`src/rtl/iir_fold3_datapath.sv`:
```
// Folded 2nd-order IIR datapath: one multiplier and one adder shared across phases 0,1,2.
// Latency: x_in sampled at the phase-0 edge, y_out/y_valid two edges later; no backpressure.
module iir_fold3_datapath #(
  parameter int DATA_W = 16,
  parameter int COEF_W = 16,
  parameter int FRAC   = 14,
  parameter int ACC_W  = DATA_W + COEF_W + 2
) (
  input  logic                     clk,
  input  logic                     rst_n,
  input  logic [1:0]               phase,
  input  logic signed [DATA_W-1:0] x_in,
  input  logic                     x_valid,
  input  logic signed [COEF_W-1:0] coef_b0,
  input  logic signed [COEF_W-1:0] coef_a1,
  input  logic signed [COEF_W-1:0] coef_a2,
  output logic signed [DATA_W-1:0] y_out,
  output logic                     y_valid,
  output logic                     phase_err
);

  localparam int PROD_W = COEF_W + DATA_W;
  localparam logic signed [ACC_W-1:0] SAT_MAX = {{(ACC_W-DATA_W+1){1'b0}}, {(DATA_W-1){1'b1}}};
  localparam logic signed [ACC_W-1:0] SAT_MIN = {{(ACC_W-DATA_W+1){1'b1}}, {(DATA_W-1){1'b0}}};

  logic signed [ACC_W-1:0]  r_acc;
  logic signed [DATA_W-1:0] r_y1;
  logic signed [DATA_W-1:0] r_y2;
  logic signed [DATA_W-1:0] r_y_out;
  logic signed [COEF_W-1:0] r_a1;
  logic signed [COEF_W-1:0] r_a2;
  logic                     r_y_valid;
  logic                     r_phase_err;
  logic                     r_frame_active;
  logic [1:0]               r_exp_phase;

  logic signed [COEF_W-1:0] w_mul_c;
  logic signed [DATA_W-1:0] w_mul_d;
  logic signed [PROD_W-1:0] w_mul_c_ext;
  logic signed [PROD_W-1:0] w_mul_d_ext;
  logic signed [PROD_W-1:0] w_prod;
  logic signed [ACC_W-1:0]  w_prod_ext;
  logic signed [ACC_W-1:0]  w_add_a;
  logic signed [ACC_W-1:0]  w_sum;
  logic signed [ACC_W-1:0]  w_shift;
  logic signed [DATA_W-1:0] w_sat;

  // Operand select: phase 0 b0*x (fresh accumulation), phase 1 a1*y1, phase 2 a2*y2.
  always_comb begin
    w_mul_c = coef_b0;
    w_mul_d = x_in;
    w_add_a = '0;
    case (phase)
      2'd1: begin
        w_mul_c = r_a1;
        w_mul_d = r_y1;
        w_add_a = r_acc;
      end
      2'd2: begin
        w_mul_c = r_a2;
        w_mul_d = r_y2;
        w_add_a = r_acc;
      end
      default: ;
    endcase
  end

  assign w_mul_c_ext = {{DATA_W{w_mul_c[COEF_W-1]}}, w_mul_c};
  assign w_mul_d_ext = {{COEF_W{w_mul_d[DATA_W-1]}}, w_mul_d};
  assign w_prod      = w_mul_c_ext * w_mul_d_ext;
  assign w_prod_ext  = {{(ACC_W-PROD_W){w_prod[PROD_W-1]}}, w_prod};
  assign w_sum       = w_add_a + w_prod_ext;
  assign w_shift     = w_sum >>> FRAC;

  always_comb begin
    w_sat = w_shift[DATA_W-1:0];
    if (w_shift > SAT_MAX)
      w_sat = SAT_MAX[DATA_W-1:0];
    else if (w_shift < SAT_MIN)
      w_sat = SAT_MIN[DATA_W-1:0];
  end

  always_ff @(posedge clk) begin
    if (!rst_n) begin
      r_acc          <= '0;
      r_y1           <= '0;
      r_y2           <= '0;
      r_y_out        <= '0;
      r_a1           <= '0;
      r_a2           <= '0;
      r_y_valid      <= 1'b0;
      r_phase_err    <= 1'b0;
      r_frame_active <= 1'b0;
      r_exp_phase    <= 2'd0;
    end else begin
      r_y_valid <= 1'b0;
      case (phase)
        2'd0: begin
          // An active frame never expects phase 0, so seeing it here is a sequence violation.
          if (r_frame_active)
            r_phase_err <= 1'b1;
          if (x_valid) begin
            r_a1           <= coef_a1;
            r_a2           <= coef_a2;
            r_acc          <= w_sum;
            r_frame_active <= 1'b1;
            r_exp_phase    <= 2'd1;
          end else begin
            r_frame_active <= 1'b0;
            r_exp_phase    <= 2'd0;
          end
        end
        2'd1: begin
          if (r_frame_active) begin
            if (r_exp_phase == 2'd1) begin
              r_acc       <= w_sum;
              r_exp_phase <= 2'd2;
            end else begin
              r_phase_err    <= 1'b1;
              r_frame_active <= 1'b0;
              r_exp_phase    <= 2'd0;
            end
          end
        end
        2'd2: begin
          if (r_frame_active) begin
            if (r_exp_phase == 2'd2) begin
              r_y_out   <= w_sat;
              r_y1      <= w_sat;
              r_y2      <= r_y1;
              r_y_valid <= 1'b1;
            end else begin
              r_phase_err <= 1'b1;
            end
            r_frame_active <= 1'b0;
            r_exp_phase    <= 2'd0;
          end
        end
        default: begin
          r_phase_err    <= 1'b1;
          r_frame_active <= 1'b0;
          r_exp_phase    <= 2'd0;
        end
      endcase
    end
  end

  assign y_out     = r_y_out;
  assign y_valid   = r_y_valid;
  assign phase_err = r_phase_err;

endmodule

```
`config.mk`:
```
export PLATFORM = sky130hd
export DESIGN_NAME = iir_fold3_datapath
export DESIGN_NICKNAME = d
export VERILOG_FILES = /design/src/rtl/iir_fold3_datapath.sv
export SDC_FILE = /design/constraint.sdc
export NUM_CORES = 1
export LEC_CHECK = 0
export CORE_AREA = 2 2 166 168
export CTS_CLUSTER_SIZE = 20
export DETAILED_ROUTE_END_ITERATION = 10
export DIE_AREA = 0 0 168 170
export PLACE_DENSITY_LB_ADDON = 0.15
export SYNTH_ARGS = -nofsm -noshare
export SYNTH_HDL_FRONTEND = slang
export SYNTH_SLANG_ARGS = --single-unit
```
`constraint.sdc`:
```
create_clock -name clk -period 14.25 [get_ports clk]
set_input_delay 2.85 -clock clk [delete_from_list [all_inputs] [get_ports clk]]
set_output_delay 2.85 -clock clk [all_outputs]
set_load 0.02 [all_outputs]
```
==> metrics, run 1 <==
WS Path Type=input pin to flop; ANT nets after route=0; yosys warns=0; critical-path maximum fanout=24; fin. max-slew vios=0; drt total wl=43120 um; DRC violations left=0; EDFF count, synth=0; CP endpoint kind=flop; initial antenna violation count=0; clk sinks=103; CTS tree=yes; Setup WS post-layout=2.167 ns; Syn Inst Count=1853; Yosys top cell area share=38.47%; PortBufs=86; main flop type after synthesis=dfxtp_1; Initial Utilization=59.55%; Post-Place Worst Slack=1.993 ns; clk root buf=clkbuf_16; Layout fillers=2288; GRT Resource Usage Total=31.78%; NumNets Final=2379; post-placement cell count=2230; synth top area cells=fa_1, dfxtp_1, inv_1; Crit path arrival time=12.28 ns; drt first-iter violations=976; # setup viols final=0; final non-filler cell total=2247; period utilization=84.79%; worst-margin pin slew=1.337 ns; skew final=0.01481 ns; ys async rst share=0%; Worst EP required=14.44 ns; minimum clock period=12.08 ns; vias per cell=5.554; Setup TNS=0 ns; Reg area=0.002062 mm^2; RSZ-0062 raised after global routing=false; Num CTS Buffers=9; Congestion Overflow GR=0; core area=0.02665 mm^2; vias in the first global route=13.10k; cts hold-fix bufs=0; clock slew at reported path FFs=0.07 ns; Final GP Congestion=0.9482; Clock Tree Buf Depth=2; crit start category=input pin; Syn Nets=2332; FF+latch count, synth=103; Core Rows=60; Final Hold Fails=0; H-tree levels=3; setup repair bufs after CTS=0; status=finished, final reports clean; die width=168 um; clk_lat worst skew=0.35 ns; post-synth top area cell=fa_1; layout cells sized above 1=3.727%; Die Area=0.02856 mm^2; most frequent cells after synthesis=inv_1, fa_1, nand2_1; total number of vias=12.48k; slew margin rel.=10.89%; HPWL Detailed=34210 um; Multi-input gate area=0.01220 mm^2; WL/cell=19.19 um; FMAX=82.76 MHz; area delta synth->final=9.556%; most frequent cell after synthesis=inv_1; mapped cell area=0.01587 mm^2; sequential area share after synthesis=12.99%; Pre-antenna DRT Iters=5; Hold Path Class=flop to flop; largest net degree at the start of global routing=104; CTS resizes=0; global-route wire length before repair=69280 um; # IOs=87; die height=170 um; Unique masters post-synth=54; average size of a mapped cell=8.565 um^2; Max-Cap Viols=0
## layer usage
layer	up-vias	wire, um	global-route usage [%]
met2	400	21210	54.96
met1	6219	17130	40.40
li1	5766	-	-
met3	95	2665	4.581
met4	0	2108	13.01
met5	-	0	0
## registers in the layout (all words and copies together) (netlist names)
name,count
r_a1,16
r_y2,16
y_valid,1
r_exp_phase,2
r_a2,16
r_acc,34
phase_err,1
r_frame_active,1
y_out,16
## cells by family after synthesis
| group | synth area share (%) |
|---|---|
| compound gates | 12.89 |
| xor+xnor | 1.932 |
| fa+ha+maj | 46.75 |
| buf+inv | 10.36 |
| flops | 12.99 |
| mux | 0.06307 |
| simple gates | 15.01 |
## area by class of cell
type / count / share of cell area (%)
Antenna cell: 1 / 0.01439
Clock buffer: 9 / 1.295
Clock inverter: 7 / 0.4390
Inverter: 355 / 7.664
Multi-Input combinational cell: 1317 / 70.14
Sequential cell: 103 / 11.86
Tap cell: 341 / 2.454
Timing Repair Buffer: 114 / 6.131
## path summary, 6_finish.rpt
path / from / end / slack (ns) / depth (start not counted)
min: r_acc[6]$_SDFFE_PN0P_ / r_acc[6]$_SDFFE_PN0P_ / 0.46 / 2
max reg2reg: r_a1[9]$_SDFFE_PN0P_ / y_out[14]$_SDFFE_PN0P_ / 5.92 / 23
min reg2reg: r_acc[6]$_SDFFE_PN0P_ / r_acc[6]$_SDFFE_PN0P_ / 0.46 / 2
max: phase[0] / y_out[14]$_SDFFE_PN0P_ / 2.17 / 27
## placed cells by master, fill, tap and decap left out, types with 44 or more instances in the layout
cell | Yosys | routed
a21boi_0 | 72 | 72
a21oi_1 | 74 | 69
and2_1 | 49 | 49
clkdlybuf4s50_1 | 0 | 85
dfxtp_1 | 103 | 103
fa_1 | 305 | 305
ha_1 | 105 | 104
inv_1 | 355 | 355
nand2_1 | 303 | 303
nor2_1 | 158 | 158
o21ai_0 | 45 | 44
## per-stage QoR
| stage | instance area, um^2 | utilization [%] | hold WS, ns |
|---|---|---|---|
| 2_1_floorplan | 15870 | - | 0.4363 |
| 3_3_place_gp | 17080 | 64.10 | 0.4467 |
| 3_5_place_dp | 17080 | 64.10 | 0.4537 |
| 4_1_cts | 17380 | 65.23 | 0.4628 |
| 5_1_grt | 17380 | 65.23 | 0.4807 |
| 6_report | 17390 | 65.24 | 0.4603 |
## worst max-delay path, cell delays in order
cell and delay (ns):
clkdlybuf4s50_1 0.43, inv_1 0.13, ha_1 0.78, buf_4 0.33, a22oi_1 0.13, a21oi_1 0.75, nand2_1 0.20, inv_1 0.13
fa_1 0.57, fa_1 0.76, fa_1 0.49, fa_1 0.52, fa_1 0.49, inv_1 0.05, fa_1 0.47, inv_1 0.04
ha_1 0.34, and3_1 0.29, and3_1 0.21, and3_1 0.17, a31oi_1 0.35, a31oi_1 0.23, a21o_1 0.25, a211oi_2 0.38
nand4_1 0.18, a21oi_2 0.58, a21oi_1 0.16
Power of run 1 is left out: the tool's default activity adds up to more than one toggle a clock period on the data nets, which glitch-free logic cannot reach.
==> run 2, diff against run 1 <==
- clock period: 14.25 -> 12.4 ns (I/O delays scaled with it)
==> run 2 against run 1 <==
Clock-buffer cell count up 3. Sequential share of layout area shrank 0.059 points. Utilization rose by 0.32 points. Flip-flop and latch count stayed put. Worst hold slack better by 0.0025 ns. Via count rose by 2.1%. Global-route usage rose by 0.84 points. Non-clock buffer count rose by 10. Wire length up 1.6%. Critical path type unchanged. Critical endpoint is now y_out[8]$_SDFFE_PN0P_.
==> metrics, run 2 (synthesized netlist as in run 1, its figures left out) <==
DRC violations left=0; max FFs per register=34; die width=168 um; fin. max-slew vios=0; Min-Delay Endpoint=r_acc[26]$_SDFFE_PN0P_; layout cells sized above 1=4.125%; # IOs=87; Num CTS Buffers=9; status=finished, final reports clean; H-tree levels=3; vias in the first global route=13.42k; clk sinks=103; Final GP Congestion=0.9908; Setup WS post-layout=1.264 ns; Setup TNS=0 ns; r2r endpoint=y_out[8]$_SDFFE_PN0P_; slowest CP cell=a21oi_1; delay-heaviest family, CP=adder cells; n_diodes=0; area delta synth->final=10.10%; Max-Cap Viols=0; GRT Resource Usage Total=32.63%; PortBufs=86; clk root buf=clkbuf_16; Layout fillers=2299; vias per cell=5.646; Worst EP required=12.68 ns; delay of the slowest cell on the worst path=0.91 ns; global-route wire length before repair=71280 um; core area=0.02665 mm^2; CP bufs+invs=7; WL/cell=19.41 um; R2R Setup Slk=4.29 ns; Final Hold Fails=0; post-placement cell count=2240; worst-margin pin slew=1.229 ns; Crit path arrival time=11.42 ns; WS Path Type=input pin to flop; reg2reg start=r_a2[14]$_SDFFE_PN0P_; Reg with most FFs=r_acc; # setup viols final=0; period utilization=89.81%; Clock Tree Buf Depth=2; clock slew at reported path FFs=0.07 ns; total number of vias=12.74k; final non-filler cell total=2256; Die Area=0.02856 mm^2; ANT nets after route=0; crit path from=phase[0]; clk_lat worst skew=0.35 ns; initial antenna violation count=1; Crit path top cell by count=fa_1; Hold Path Class=flop to flop; RSZ-0062 raised after global routing=false; FMAX=89.80 MHz; cts hold-fix bufs=0; CP endpoint kind=flop; NumNets Final=2389; minimum clock period=11.14 ns; Pre-antenna DRT Iters=8; drt total wl=43800 um; Initial Utilization=59.55%; Hold Crit Depth=2; die height=170 um; skew final=0.007218 ns; most common cell after layout, fill and taps aside=inv_1; crit start category=input pin; largest net degree at the start of global routing=104; Hold Crit Start=r_acc[26]$_SDFFE_PN0P_; slew margin rel.=18.10%; most frequent cells in the layout=inv_1, fa_1, nand2_1, nor2_1, ha_1; Congestion Overflow GR=0; critical-path maximum fanout=25; Core Rows=60; CTS resizes=0; CTS tree=yes; setup repair bufs after CTS=0; HPWL Detailed=35240 um; R2R depth=23; drt first-iter violations=1008; Post-Place Worst Slack=1.099 ns
-- run 2: cell types whose count changed in the layout (fill, tap and decap cells not counted), sizes merged --
| cell | previous run | this run |
|---|---|---|
| clkinv | 2 | 0 |
| buf | 29 | 39 |
| diode | 1 | 0 |
| bufinv | 0 | 1 |
| clkbuf | 9 | 12 |
| clkinvlp | 2 | 0 |
-- run 2: worst register-to-register path, cell delays in order, from the launching register on --
cell and delay, ns:
dfxtp_1 0.36, a22oi_1 0.19, a21oi_1 1.02, nand2_1 0.19, fa_1 0.59, fa_1 0.52, fa_1 0.52, inv_1 0.05
fa_1 0.51, fa_1 0.50, inv_1 0.05, fa_1 0.48, inv_1 0.05, ha_1 0.36, and3_2 0.26, and3_1 0.19
and3_1 0.18, a31oi_1 0.28, a31oi_1 0.21, a211oi_1 0.33, a211oi_2 0.10, o41ai_4 0.78, nand2_1 0.16, a21oi_1 0.17
-- run 2: how the worst max path moves through the flow --
stage / end / slack, ns / cells past startpoint
floorplan: y_out[10]$_SDFFE_PN0P_ / 2.30 / 30
global placement: y_out[7]$_SDFFE_PN0P_ / 1.25 / 28
detailed placement: y_out[8]$_SDFFE_PN0P_ / 1.10 / 30
CTS: y_out[8]$_SDFFE_PN0P_ / 1.43 / 30
global route: y_out[11]$_SDFFE_PN0P_ / 0.86 / 28
finish: y_out[8]$_SDFFE_PN0P_ / 1.26 / 28
-- run 2: cell type report --
cell class              count  area [um^2]  share of cell area [%]
flip-flops and latches    103         2062                   11.80
multi-input cells        1317        12190                   69.75
well taps                 341        426.7                   2.442
inverters                 355         1333                   7.626
repair buffers            124         1141                   6.531
clock inverters             4        56.30                  0.3222
clock buffers              12        266.5                   1.525
-- run 2: metal layers --
layer	track usage, %	up-vias	share of wire, %
li1	-	5780	-
met4	14.33	0	5.4
met3	4.419	115	6.8
met2	56.52	446	49
met5	0	-	0
met1	41.17	6397	39
-- run 2: per-stage QoR --
step	cell area (um^2)	utilization, %	hold slack, ns
2_1_floorplan	15870	-	0.4363
3_3_place_gp	17150	64.35	0.4457
3_5_place_dp	17150	64.35	0.4547
4_1_cts	17470	65.56	0.4646
5_1_grt	17470	65.56	0.4848
6_report	17470	65.56	0.4629
Power of run 2 is left out for the same reason.
==> run 3, diff against run 2 <==
- CTS_CLUSTER_DIAMETER: unset -> 80
==> results of run 3 <==
Final layout, timing and power as in run 2 (identical DEF).
Power of run 3 is left out for the same reason.
